$ cat config.mk
export PLATFORM = sky130hd
export DESIGN_NAME = fifo_ctrl
export DESIGN_NICKNAME = d
export VERILOG_FILES = /design/src/rtl/fifo_ctrl_pkg.sv /design/src/rtl/fifo_ptr.sv /design/src/rtl/fifo_ctrl.sv
export SDC_FILE = /design/constraint.sdc
export NUM_CORES = 1
export LEC_CHECK = 0
export CAP_MARGIN = 25
export CORE_MARGIN = 2
export CORE_UTILIZATION = 42
export CTS_CLUSTER_SIZE = 28
export DETAILED_ROUTE_END_ITERATION = 16
export GPL_ROUTABILITY_DRIVEN = 0
export GPL_TIMING_DRIVEN = 0
export PLACE_DENSITY_LB_ADDON = 0.12
export SLEW_MARGIN = 20
export SYNTH_ARGS = -nofsm -noshare
export SYNTH_HDL_FRONTEND = slang
export SYNTH_SLANG_ARGS = --single-unit
$ cat constraint.sdc
create_clock -name clk -period 2.5 [get_ports clk]
set_input_delay 0.375 -clock clk [delete_from_list [all_inputs] [get_ports clk]]
set_output_delay 0.375 -clock clk [all_outputs]
set_load 0.005 [all_outputs]
$ cat src/rtl/fifo_ctrl_pkg.sv
// Shared types for the fifo_ctrl block: controller state encoding.
// Optional error flags are enabled with FIFO_CTRL_ERR_STICKY_EN (see fifo_ctrl.sv).
package fifo_ctrl_pkg;

   localparam logic [1:0] ST_EMPTY  = 2'd0;
   localparam logic [1:0] ST_ACTIVE = 2'd1;
   localparam logic [1:0] ST_FULL   = 2'd2;

   typedef enum logic [1:0] {
      EMPTY  = ST_EMPTY,
      ACTIVE = ST_ACTIVE,
      FULL   = ST_FULL
   } ctrl_state_t;

endpackage

$ cat src/rtl/fifo_ptr.sv
// Circular-buffer pointer: W-bit register that advances by one when inc is high.
// The MSB acts as the wrap bit when W = ADDR_W+1.
module fifo_ptr #(
   parameter int W = 4
) (
   input  logic         clk,
   input  logic         reset,
   input  logic         inc,
   output logic [W-1:0] ptr
);

   logic [W-1:0] ptr_q;
   logic [W-1:0] ptr_d;

   always_comb begin
      ptr_d = ptr_q;
      if (inc) begin
         ptr_d = ptr_q + 1'b1;
      end
   end

   always_ff @(posedge clk or posedge reset) begin
      if (reset) begin
         ptr_q <= '0;
      end else begin
         ptr_q <= ptr_d;
      end
   end

   assign ptr = ptr_q;

endmodule

$ cat src/rtl/fifo_ctrl.sv
// Single-clock FIFO controller sequencing a dual-port memory as a circular buffer.
// Define FIFO_CTRL_ERR_STICKY_EN to add sticky ovf_err/udf_err flags with an err_clr input.
module fifo_ctrl
   import fifo_ctrl_pkg::*;
#(
   parameter int ADDR_W   = 3,
   parameter int AF_LEVEL = 6,
   parameter int AE_LEVEL = 1
) (
   input  logic              clk,
   input  logic              reset,
   input  logic              push,
   input  logic              pop,
`ifdef FIFO_CTRL_ERR_STICKY_EN
   input  logic              err_clr,
   output logic              ovf_err,
   output logic              udf_err,
`endif
   output logic              w_en,
   output logic              r_en,
   output logic [ADDR_W-1:0] w_adrs,
   output logic [ADDR_W-1:0] r_adrs,
   output logic              r_valid,
   output logic              full,
   output logic              empty,
   output logic              almost_full,
   output logic              almost_empty,
   output logic [ADDR_W:0]   count
);

   localparam int            DEPTH     = 1 << ADDR_W;
   localparam logic [ADDR_W:0] DEPTH_CNT = DEPTH[ADDR_W:0];
   localparam logic [ADDR_W:0] AF_CNT    = AF_LEVEL[ADDR_W:0];
   localparam logic [ADDR_W:0] AE_CNT    = AE_LEVEL[ADDR_W:0];

   ctrl_state_t       state_q, state_d;
   logic [ADDR_W:0]   count_q, count_d;
   logic              r_valid_q, r_valid_d;
   logic [ADDR_W:0]   wr_ptr, rd_ptr;
   logic              unused_wrap;

   fifo_ptr #(.W(ADDR_W + 1)) u_wr_ptr (
      .clk   (clk),
      .reset (reset),
      .inc   (w_en),
      .ptr   (wr_ptr)
   );

   fifo_ptr #(.W(ADDR_W + 1)) u_rd_ptr (
      .clk   (clk),
      .reset (reset),
      .inc   (r_en),
      .ptr   (rd_ptr)
   );

   // Wrap bits are kept for a full-width pointer but flags come from the FSM.
   assign unused_wrap = wr_ptr[ADDR_W] ^ rd_ptr[ADDR_W];

   assign full   = (state_q == FULL);
   assign empty  = (state_q == EMPTY);
   // Enables are held low while reset is asserted so no stray pulse reaches the memory.
   assign w_en   = push & ~full & ~reset;
   assign r_en   = pop & ~empty & ~reset;
   assign w_adrs = wr_ptr[ADDR_W-1:0];
   assign r_adrs = rd_ptr[ADDR_W-1:0];

   assign almost_full  = (count_q >= AF_CNT);
   assign almost_empty = (count_q <= AE_CNT);
   assign count        = count_q;
   assign r_valid      = r_valid_q;

   always_comb begin
      count_d   = count_q;
      state_d   = state_q;
      r_valid_d = r_en;
      case ({w_en, r_en})
         2'b10:   count_d = count_q + 1'b1;
         2'b01:   count_d = count_q - 1'b1;
         default: count_d = count_q;
      endcase
      case (state_q)
         EMPTY: begin
            if (w_en) begin
               state_d = (count_d == DEPTH_CNT) ? FULL : ACTIVE;
            end
         end
         ACTIVE: begin
            if (count_d == DEPTH_CNT) begin
               state_d = FULL;
            end else if (count_d == '0) begin
               state_d = EMPTY;
            end
         end
         FULL: begin
            if (r_en) begin
               state_d = (count_d == '0) ? EMPTY : ACTIVE;
            end
         end
         default: state_d = EMPTY;
      endcase
   end

   always_ff @(posedge clk or posedge reset) begin
      if (reset) begin
         state_q   <= EMPTY;
         count_q   <= '0;
         r_valid_q <= 1'b0;
      end else begin
         state_q   <= state_d;
         count_q   <= count_d;
         r_valid_q <= r_valid_d;
      end
   end

`ifdef FIFO_CTRL_ERR_STICKY_EN
   logic ovf_err_q, ovf_err_d;
   logic udf_err_q, udf_err_d;

   // A new error in the same cycle as err_clr wins, so no event is lost.
   always_comb begin
      ovf_err_d = (ovf_err_q & ~err_clr) | (push & full);
      udf_err_d = (udf_err_q & ~err_clr) | (pop & empty);
   end

   always_ff @(posedge clk or posedge reset) begin
      if (reset) begin
         ovf_err_q <= 1'b0;
         udf_err_q <= 1'b0;
      end else begin
         ovf_err_q <= ovf_err_d;
         udf_err_q <= udf_err_d;
      end
   end

   assign ovf_err = ovf_err_q;
   assign udf_err = udf_err_q;
`endif

endmodule

## After elaboration in Yosys (flattened, before gate mapping)

Index checks and enable logic that the tools add are counted.

- Logic and storage cells: 37
- Input port bits: 4
- Register bits after elaboration: 15
- Output and inout bits: 17

- Magnitude comparators: 2
- Reductions and logical operators: 3
- Bitwise gates (word level): 7
- Add/subtract/negate cells: 4
- Equality and inequality tests: 8
- Multiplexer cells: 8

Operator list:

| cell | count |
|---|---|
| $add 4x1->4 const B | 3 |
| $mux 2 | 5 |
| $pmux 4 s2 | 1 |
| $pmux 2 s3 | 1 |
| $and 1x1->1 | 4 |
| $eq 2x1->1 const B | 2 |
| $eq 2x2->1 const B | 2 |
| $eq 4x4->1 const B | 1 |
| $ge 4x3->1 const B | 1 |
| $le 4x1->1 const B | 1 |
| $logic_not 4->1 | 1 |
| $ne 2x2->1 const B | 2 |
| $sub 4x1->4 const B | 1 |
| $ne 3x3->1 const B | 1 |
| $not 1->1 | 3 |
| $reduce_and 3->1 | 1 |
| $logic_not 2->1 | 1 |
| $mux 1 | 1 |

## Depth between registers and ports, before layout

- Word-level depth: 10
- Depth in mapped cells: 9

## Hierarchy

Synthesis repeated with hierarchy kept, for this count alone.

- Cells, all modules: 89
- Area, all modules: 942.2 um2

Modules (own cells, without submodules):

| module | area an instance (um2) | times used | cells an instance |
|---|---|---|---|
| fifo_ctrl | 614.3 | 1 | 65 |
| fifo_ptr | 163.9 | 2 | 12 |

## Worst setup path after synthesis

OpenSTA, ideal clock, no wires.

- Path type: flip-flop to flip-flop
- From: reg state_q[1]
- To: reg state_q[1]
- Setup time: 0.092 ns
- Setup slack: -0.207 ns
- Path buffers: 0
- Cell stages (with the launch flop): 9
- Required time: 2.408 ns
- Data arrival time: 2.616 ns
- Cells stage by stage: dfrtp_1 -> nor2_1 -> nor3_1 -> ha_1 -> or4b_4 -> a21oi_2 -> o22ai_2 -> or3_1 -> o31ai_2

- Word-level cells in the longest chain between the ends: 10
- Elaborated cells on any way between the ends: 22
- Classes of those cells: eq/ne: 8; mux: 5; bitwise: 6; reduce/logical: 3

Ends and longest elaborated chain:

| what | line | RTL |
|---|---|---|
| from (decl) | fifo_ctrl.sv:36 | `ctrl_state_t state_q, state_d;` |
| from (signal assigned) | fifo_ctrl.sv:109 | `state_q <= state_d;` |
| $logic_not 2->1 (*) | fifo_ctrl.sv:60 | `assign empty = (state_q == EMPTY);` |
| net empty | fifo_ctrl.sv:25 | `output logic empty,` |
| $not 1->1 (*) | fifo_ctrl.sv:63 | `assign r_en = pop & ~empty & ~reset;` |
| $and 1x1->1 (*) (2 in a row) | fifo_ctrl.sv:63 |  |
| net r_en | fifo_ctrl.sv:20 | `output logic r_en,` |
| $eq 2x1->1 / $eq 2x2->1 (equally long branches) | fifo_ctrl.sv:76 | `case ({w_en, r_en})` |
| $pmux 4 s2 | fifo_ctrl.sv:76 |  |
| $eq 4x4->1 | fifo_ctrl.sv:84, fifo_ctrl.sv:88 |  |
| $mux 2 | fifo_ctrl.sv:84 | `state_d = (count_d == DEPTH_CNT) ? FULL : ACTIVE;` |
| $mux 2 | fifo_ctrl.sv:83 | `if (w_en) begin` |
| $pmux 2 s3 | fifo_ctrl.sv:81 | `case (state_q)` |

Mark *: on every way through the listed nets, which the timed path passes. The rest lies on a longest branch. The select of a mux whose other input is x is not followed.
A chain may end at the register's enable or synchronous reset.

## Worst setup path after layout

- From: in pop
- To: reg state_q[1]

- Word-level cells in the longest chain between the ends: 8
- Elaborated cells on any way between the ends: 14
- Classes of those cells: eq/ne: 5; mux: 5; bitwise: 2; reduce/logical: 2

Ends and longest elaborated chain:

| what | line | RTL |
|---|---|---|
| from (decl) | fifo_ctrl.sv:13 | `input logic pop,` |
| $and 1x1->1 (*) (2 in a row) | fifo_ctrl.sv:63 |  |
| $eq 2x1->1 / $eq 2x2->1 (equally long branches) | fifo_ctrl.sv:76 |  |
| $pmux 4 s2 | fifo_ctrl.sv:76 |  |
| $eq 4x4->1 | fifo_ctrl.sv:84, fifo_ctrl.sv:88 |  |
| $mux 2 | fifo_ctrl.sv:84 |  |
| $mux 2 | fifo_ctrl.sv:83 |  |
| $pmux 2 s3 | fifo_ctrl.sv:81 |  |

Every way passes the cells marked *; elsewhere a longest branch is shown, timed or not. The select of a mux whose other input is x is not followed.

==> impl_metrics.csv <==
group,metric,value,unit
status,status,"finished clean",
critical_path,max_stage_delay,490,ps
power,p_sw_share,36.2,%
sta,holdWs,437,ps
power,p_per_area,1090,nW/um^2
die,dieArea,2300,um^2
critical_path,r2r_slack,120,ps
sta,hold_violations,0,
power,p_switching,454,uW
logic_synthesis,synth-seq-area-share,40.1,%
logic_synthesis,ys_top_cells_by_area,"dfrtp_1 (40%), ha_1 (12%), mux2i_1 (4.9%), mux2_1 (4.2%), nor2b_1 (3.1%)",
sta,slew_viol_final,0,
cells_and_area,syn_to_final_growth,42.6,%
critical_path,worst-path-max-fanout,3,
power,p_clk_share,9.9,%
detailed_routing,viasPerCell,5.10,
grt,grt_max_degree,15,
critical_path,path_depth,9,
logic_synthesis,synth_area,811,um^2
clock_tree,cts_buffers,3,
logic_synthesis,synth_top_area_share,40.1,%
sta,min_period,2430,ps
clock_tree,clock_sinks,13,
critical_path,rr_worst_depth,8,
die,core.rowCount,15,
clock_tree,worstSkewPairLatency,270,ps
sta,slew_headroom,65.1,%
clock_tree,root_buffer,"clkbuf_4",
sta,finalClockSkew,3.82,ps
grt,grt_pass1_wl,2680,um
clock_tree,tritoncts,"done",
grt,antenna_found_initial,0,
critical_path,cp_slowest_cell,"clkdlybuf4s50_1",
critical_path,timing.critical_path.buf_inv,2,
logic_synthesis,yosysTopAreaCell,"dfrtp_1",
logic_synthesis,synth-edff-count,0,
sta,fmax,412,MHz
die,core,1760,um^2
place,dp.cells,123,
grt,overflow,0,
detailed_routing,ant_nets,0,
power,total_power,1260,uW
cells_and_area,final_cell_count_no_fill,132,
power,irDropWorstVdd,0.754,mV
sta,period_share,97.0,%
critical_path,endpoint_kind,"register",
clock_tree,holdBufCountCts,0,
grt,track_usage,17.1,%
sta,setup_viol,0,
die,initial_core_util,46.0,%
critical_path,required,2680,ps
logic_synthesis,synth_area_per_cell,10.4,um^2
detailed_routing,drt-pass1-iter-count,3,
logic_synthesis,synth_cell_types,31,
critical_path,arrival,2610,ps
grt,grt_pass1_vias,619,
power,internal-power,801,uW
sta,rsz0062_at_grt,"no",
cells_and_area,finalNetCount,120,
logic_synthesis,ys_async_sr_fraction,100,%
critical_path,path_class,"in -> reg",
cells_and_area,num_antenna_cells,0,
critical_path,setup.worst_path.start_class,"primary input",
worst_hold_path,holdCritPathClass,"in -> async",
power,p_leak,0.000513,uW
die,die_h,47.9,um
clock_tree,htreeDepth,1,
die,die_x,47.9,um
flow_run,maxCapViolations,0,
power,power_frac_seq,34.5,%
critical_path,cpLargestDelayFamily,"simple AND/OR/NAND/NOR gates",
detailed_routing,routed_wl,1600,um
logic_synthesis,synthCells,78,
detailed_routing,num_vias,673,
die,io_pins,21,
clock_tree,clockBufferDepth,2,
power,pwr-share-comb,55.6,%
detailed_routing,dr.first_iter.drc_count,4,
place,place_hpwl,1150,um
place,port_buffers,20,
logic_synthesis,yosys_most_used_dff,"dfrtp_1",
critical_path,worstPathCellList,"clkdlybuf4s50_1, inv_1, nor3_4, ha_4, or4b_4, a21oi_2, o22ai_2, or3_4, o31ai_2",
logic_synthesis,ys_warn_count,0,
detailed_routing,routedWlPerCell,12.1,um
clock_tree,clk_pin_slew_worst_paths,80,ps
logic_synthesis,syn_nets,90,
logic_synthesis,ys_ff_latch,13,
cells_and_area,drive_gt1_share,20.6,%
detailed_routing,route.detailed.drc,0,
sta,tightest_slew,523,ps
cell type report:
class / instances / area, um^2
Fill cell: 157 / 608
Inverter: 7 / 26.3
Clock buffer: 4 / 26.3
Sequential cell: 13 / 328
Tap cell: 25 / 31.3
Buffer: 1 / 5.00
Multi-Input combinational cell: 57 / 499
Timing Repair Buffer: 25 / 240
worst reg2reg max path: stages (launching register included):
cell and delay, ps:
dfrtp_2 440, nor2_1 110, nor3_4 260, ha_4 170, or4b_4 460, a21oi_2 160
o22ai_2 110, or3_4 400, o31ai_2 180
power groups by stage:
stage / clock [uW] / combinational [uW] / sequential [uW]
2_1_floorplan: 0 / 329 / 414
3_3_place_gp: 0 / 628 / 423
3_5_place_dp: 0 / 642 / 428
4_1_cts: 133 / 695 / 429
5_1_grt: 139 / 785 / 452
6_report: 125 / 698 / 433
metrics by stage:
| step | util (%) | setup WS, ps | setup TNS, ps | instance area [um^2] |
|---|---|---|---|---|
| floorplan | - | 28.9 | 0 | 816 |
| global placement | 59.4 | -650 | -1020 | 1050 |
| detailed placement | 59.4 | -672 | -1110 | 1050 |
| finish | 65.5 | 73.8 | 0 | 1160 |
| global route | 65.5 | 15.2 | 0 | 1160 |
| CTS | 64.5 | 3.42 | 0 | 1140 |
cells in the final DEF, fill, tap and decap left out, types with 3 or more instances in the layout:
| cell type | n |
|---|---|
| clkdlybuf4s50_1 | 19 |
| dfrtp_1 | 11 |
| inv_1 | 6 |
| ha_1 | 6 |
| nand2_1 | 5 |
| mux2i_1 | 4 |
| nor2_1 | 4 |
| buf_4 | 4 |
| o31ai_1 | 3 |
| nor2b_1 | 3 |
| o21ai_0 | 3 |
| mux2_1 | 3 |
| clkbuf_4 | 3 |
metal layers:
| layer | share of wire, % | GRT usage, % | vias up |
|---|---|---|---|
| met5 | 0 | 0 | - |
| met4 | 0.75 | 9.73 | 0 |
| met3 | 3.2 | 2.26 | 2 |
| met2 | 48 | 26.1 | 14 |
| met1 | 48 | 23.1 | 323 |
| li1 | - | - | 334 |
path summary, 6_finish.rpt:
kind / to / start
worst max-delay path: state_q[1]$_DFFE_PP0P_ / pop
worst min-delay path: r_valid$_DFF_PP0_ / reset
worst max register to register: state_q[1]$_DFFE_PP0P_ / state_q[0]$_DFFE_PP0P_
worst min register to register: u_rd_ptr.ptr[2]$_DFFE_PP0N_ / u_rd_ptr.ptr[2]$_DFFE_PP0N_
max in group asynchronous: state_q[0]$_DFFE_PP0P_ / reset
min in group clk: u_rd_ptr.ptr[2]$_DFFE_PP0N_ / u_rd_ptr.ptr[2]$_DFFE_PP0N_
registers in the layout, indices dropped and copies added (netlist names):
signal        flops
count             4
u_rd_ptr.ptr      3
state_q           2
r_valid           1
u_wr_ptr.ptr      3
cells by family (layout without fill, tap and decap cells):
| logic type | count (synthesis) | count (layout) | synth area share, % |
|---|---|---|---|
| simple gates | 24 | 24 | 17.0 |
| compound gates | 14 | 14 | 13.3 |
| flops | 13 | 13 | 40.1 |
| fa+ha+maj | 8 | 8 | 12.3 |
| buf+inv | 8 | 37 | 3.86 |
| mux | 7 | 7 | 9.10 |
| xor+xnor | 4 | 4 | 4.32 |
synth_stat cells (all sizes together), types with 3 or more instances:
master and n:
inv 7, dfrtp 13, ha 8, o21ai 3, o31ai 4, nor2b 4, nor3 3, nand2 5
nor2 4, mux2 3, mux2i 4
repair_timing:
item | in CTS | in global routing
gates resized for setup | 10 | 2
pin swaps | 3 | 2
setup endpoints to repair | 2 | 1
gates cloned | 0 | 0
setup buffers | 3 | 2
Power figures use the tool's default switching activity.
